**src/rtl/alu_result_queue_pkg.sv**
```systemverilog
// Shared constants and the entry record for the ALU result queue.
// Storage words are laid out as {zero, result}, matching entry_t.
package alu_result_queue_pkg;

    localparam int DEFAULT_WIDTH = 16;
    localparam int DEFAULT_DEPTH = 4;

    typedef struct packed {
        logic                     zero;
        logic [DEFAULT_WIDTH-1:0] result;
    } entry_t;

endpackage

```
**src/rtl/alu_rq_mem.sv**
```systemverilog
// Circular storage for the result queue: one write port, one asynchronous read port.
// Owns both pointers; the caller only issues qualified push/pop strobes.
module alu_rq_mem
    import alu_result_queue_pkg::*;
#(
    parameter int DEPTH = DEFAULT_DEPTH,
    parameter int DW    = DEFAULT_WIDTH + 1
) (
    input  logic          clk,
    input  logic          rst_n,
    input  logic          push,
    input  logic          pop,
    input  logic [DW-1:0] wdata,
    output logic [DW-1:0] rdata
);

    localparam int AW = $clog2(DEPTH);

    logic [AW-1:0] wr_ptr_reg;
    logic [AW-1:0] rd_ptr_reg;
    logic [DW-1:0] mem_reg [DEPTH];

    // DEPTH is a power of two, so plain increment wraps DEPTH-1 -> 0.
    always_ff @(posedge clk) begin
        if (!rst_n) begin
            wr_ptr_reg <= '0;
            rd_ptr_reg <= '0;
        end else begin
            if (push) wr_ptr_reg <= wr_ptr_reg + AW'(1);
            if (pop)  rd_ptr_reg <= rd_ptr_reg + AW'(1);
        end
    end

    // Entries are individually resettable so the head never reads X after reset.
    genvar gi;
    generate
        for (gi = 0; gi < DEPTH; gi++) begin : g_entry
            always_ff @(posedge clk) begin
                if (!rst_n) begin
                    mem_reg[gi] <= '0;
                end else if (push && (wr_ptr_reg == AW'(gi))) begin
                    mem_reg[gi] <= wdata;
                end
            end
        end
    endgenerate

    assign rdata = mem_reg[rd_ptr_reg];

endmodule

```
**src/rtl/alu_result_queue.sv**
```systemverilog
// Result queue between the ALU and its consumer: occupancy count, handshakes,
// and a sticky drop_err flag for pushes attempted while full.
module alu_result_queue
    import alu_result_queue_pkg::*;
#(
    parameter int DEPTH = DEFAULT_DEPTH,
    parameter int WIDTH = DEFAULT_WIDTH
) (
    input  logic                       clk,
    input  logic                       rst_n,
    input  logic                       in_valid,
    input  logic [WIDTH-1:0]           in_result,
    input  logic                       in_zero,
    output logic                       in_ready,
    output logic                       out_valid,
    output logic [WIDTH-1:0]           out_result,
    output logic                       out_zero,
    input  logic                       out_ready,
    output logic [$clog2(DEPTH):0]     count,
    output logic                       drop_err,
    input  logic                       clr_err
);

    localparam int CW = $clog2(DEPTH) + 1;

    logic [CW-1:0] count_reg;
    logic [CW-1:0] count_next;
    logic          drop_err_reg;
    logic          drop_err_next;
    logic          push;
    logic          pop;
    logic          drop;
    logic [WIDTH:0] rdata;

    // Handshake readiness comes from registered occupancy only.
    assign in_ready  = (count_reg != CW'(DEPTH));
    assign out_valid = (count_reg != '0);
    assign push      = in_valid && in_ready;
    assign pop       = out_valid && out_ready;
    assign drop      = in_valid && !in_ready;

    always_comb begin
        count_next = count_reg;
        case ({push, pop})
            2'b10:   count_next = count_reg + CW'(1);
            2'b01:   count_next = count_reg - CW'(1);
            default: count_next = count_reg;
        endcase
    end

    // A drop in the same cycle as clr_err keeps the flag set.
    always_comb begin
        drop_err_next = drop_err_reg;
        if (drop) begin
            drop_err_next = 1'b1;
        end else if (clr_err) begin
            drop_err_next = 1'b0;
        end
    end

    always_ff @(posedge clk) begin
        if (!rst_n) begin
            count_reg    <= '0;
            drop_err_reg <= 1'b0;
        end else begin
            count_reg    <= count_next;
            drop_err_reg <= drop_err_next;
        end
    end

    alu_rq_mem #(
        .DEPTH (DEPTH),
        .DW    (WIDTH + 1)
    ) u_mem (
        .clk   (clk),
        .rst_n (rst_n),
        .push  (push),
        .pop   (pop),
        .wdata ({in_zero, in_result}),
        .rdata (rdata)
    );

    assign out_zero   = rdata[WIDTH];
    assign out_result = rdata[WIDTH-1:0];
    assign count      = count_reg;
    assign drop_err   = drop_err_reg;

endmodule

```
**config.mk**
```make
export PLATFORM = sky130hd
export DESIGN_NAME = alu_result_queue
export DESIGN_NICKNAME = d
export VERILOG_FILES = /design/src/rtl/alu_result_queue_pkg.sv /design/src/rtl/alu_rq_mem.sv /design/src/rtl/alu_result_queue.sv
export SDC_FILE = /design/constraint.sdc
export NUM_CORES = 1
export LEC_CHECK = 0
export ABC_AREA = 1
export CORE_MARGIN = 2
export CORE_UTILIZATION = 56
export DETAILED_ROUTE_END_ITERATION = 10
export PLACE_DENSITY_LB_ADDON = 0.08
export SYNTH_ARGS = -nofsm -noshare
export SYNTH_HDL_FRONTEND = slang
export SYNTH_HIERARCHICAL = 1
export SYNTH_SLANG_ARGS = --single-unit
```
**constraint.sdc**
```tcl
create_clock -name clk -period 2.1 [get_ports clk]
set_clock_uncertainty 0.1 [all_clocks]
set_input_delay 0.42 -clock clk [delete_from_list [all_inputs] [get_ports clk]]
set_output_delay 0.42 -clock clk [all_outputs]
set_load 0.1 [all_outputs]
```
==> flow_summary.yaml <==
die:
  chipHeight_um: 86.2
  start_util: 0.586
  core_area_mm2: 0.00646
  pin_count: 45
  die_w_um: 86.2
  rows: 29
  die_area_mm2: 0.00743
run_status:
  status: "complete, no violations"
power_and_ir_drop:
  p_per_area_mw_per_mm2: 1380
  vdd_drop_max_uv: 1510
  p_leak_nw: 2.30
critical_path:
  crit_arrival_ns: 1.47
  required_ns: 1.58
  cp_max_fo: 14
  worst_setup_path_end_kind: "output pin"
  r2r-start: "count[2]"
  crit_type: "register to output pin"
  start_kind: "register"
detailed_routing:
  via_per_inst: 4.98
  wl_mm: 7.69
  drtPass1Iterations: 4
  drt_iter0_markers: 234
  ant_nets: 0
  wire_per_inst_um: 13.4
  vias: 2855
  drc: 0
synth:
  yosysSeqAreaShare: 0.592
  yosysTopAreaCellShare: 0.539
  synth_area_leaders: "edfxtp_1 54%, nand2_1 10%, inv_1 9.3%"
  ys_ff_latch: 78
  synth_common_cells: "102 x nand2_1, 94 x inv_1, 72 x nor2_1"
  synth-async-reset-ratio: 0
  avgSynthCellArea_um2: 8.78
  synth_cells: 431
  synth.most_common_cell: "nand2_1"
  synthFlopType: "edfxtp_1"
  postSynthNetCount: 459
  synth_edf_count: 68
  synth_cell_types: 25
  ys.warnings.count: 6
  synth_area_mm2: 0.00379
  synth_top_area_cell: "edfxtp_1"
clock_network:
  cts_buffers: 9
  cts_setup_buffers: 0
  cts.sinks: 78
  insertion_delay_ns: 0.35
  clk_pin_slew_worst_paths_ns: 0.07
  cts_tree: "done"
  ctsRootBufferMaster: "clkbuf_8"
  cts_buffer_depth: 2
  htreeDepth: 3
place:
  port_buffers: 44
  gp_congestion: 0.801
  dpl_cell_area_mm2: 0.00467
  dp_hpwl_mm: 5.21
global_route:
  antenna_found_initial: 0
  grt_pass1_vias: 2755
  gr-total-overflow: 0
  grtUsageTotal: 0.228
  grt_pass1_wl_mm: 12.9
  grt_max_degree: 35
timing:
  final.setup.tns_ns: 0
  drv_slew: 0
  slew-limit-headroom: 0.819
  tightestPinTransition_ns: 0.271
  rsz0062_at_grt: "no"
  max_freq_mhz: 502
  fin_crit_sh: 0.949
  report.final.hold_viol_count: 0
  setup_viol: 0
  finalCriticalPeriod_ns: 1.99
hold_path:
  hp-start: "drop_err"
  worstHoldPathType: "register to register"
run:
  max_cap_violations: 0
finish:
  syn2layout_area_growth_pct: 28.8
  fillers: 434
  nNetsFinal: 519
  antennaDiodeCount: 0
  largest_reg_flops: 68
  drive_gt1_frac: 0.167
  fin_area_mm2: 0.00487
## path summary, 6_finish.rpt
path         slack (ns)            end  cells past startpoint
min reg2reg        0.38       drop_err                      2
min                0.38       drop_err                      2
max reg2reg        0.25       count[2]                     12
max                0.11  out_result[6]                      5
## worst max-delay path, cell delays in order (launching register included)
cell and delay, ns:
dfxtp_1 0.35, clkinv_1 0.13, buf_4 0.23, nand3_1 0.13, nand2_1 0.11, buf_12 0.18
## layout by cell type (no fill, tap or decap), drive strengths merged
| cell | instances |
|---|---|
| clkbuf | 10 |
| a21oi | 3 |
| clkinvlp | 2 |
| bufinv | 1 |
| nand2 | 103 |
| ha | 5 |
| dfxtp | 10 |
| inv | 99 |
| nor2 | 75 |
| clkdlybuf4s50 | 21 |
| buf | 44 |
| a21boi | 1 |
| and2 | 1 |
| fa | 1 |
| nand4 | 2 |
| o21ai | 4 |
| edfxtp | 68 |
| nand3 | 42 |
| clkinv | 4 |
## logic make-up after synthesis
kind of cell / synth area share
AO/OA/AOI/OAI: 0.0112
AND/OR/NAND/NOR: 0.249
adder cells (fa/ha/maj): 0.0218
flip-flops: 0.592
buffers and inverters: 0.126
## metrics by stage
step | instances | util | hold WS, ns | setup slack, ns | power (mW)
3_3_place_gp | 557 | 0.722 | 0.355 | -0.0196 | 5.58
6_report | 573 | 0.755 | 0.376 | 0.107 | 6.70
2_1_floorplan | 431 | - | 0.367 | -0.120 | 4.39
4_1_cts | 573 | 0.753 | 0.380 | 0.0359 | 6.73
3_5_place_dp | 557 | 0.722 | 0.367 | -0.0918 | 5.63
5_1_grt | 573 | 0.755 | 0.400 | 0.0184 | 6.99
## routing by layer
layer | global-route usage | up-vias | share of wire
met3 | 0.0505 | 14 | 0.045
met5 | 0 | - | 0
met4 | 0.0753 | 0 | 0.018
met1 | 0.299 | 1328 | 0.44
met2 | 0.380 | 81 | 0.50
li1 | - | 1432 | -
## repair_timing
item	CTS	global route
endpoints found under the setup margin	17	14
hold buffers	0	0
pin swaps	0	0
endpoints found under the hold margin	0	0
gates resized for setup	2	4
## layout make-up
cell class,count,area [um^2],area share
repair buffers,65,841,0.172
clock buffers,10,128,0.0262
inverters,100,388,0.0796
multi-input cells,237,1100,0.227
well taps,77,96.3,0.0198
clock inverters,6,62.6,0.0128
flip-flops and latches,78,2250,0.463
## power breakdown
| part | internal [mW] | total (mW) | switching (mW) |
|---|---|---|---|
| Clock | 0.545 | 1.09 | 0.543 |
| Sequential | 1.90 | 2.00 | 0.0973 |
| Combinational | 1.16 | 3.62 | 2.46 |
| Total | 3.60 | 6.70 | 3.10 |
No activity file was read; power rests on OpenSTA's default activity.
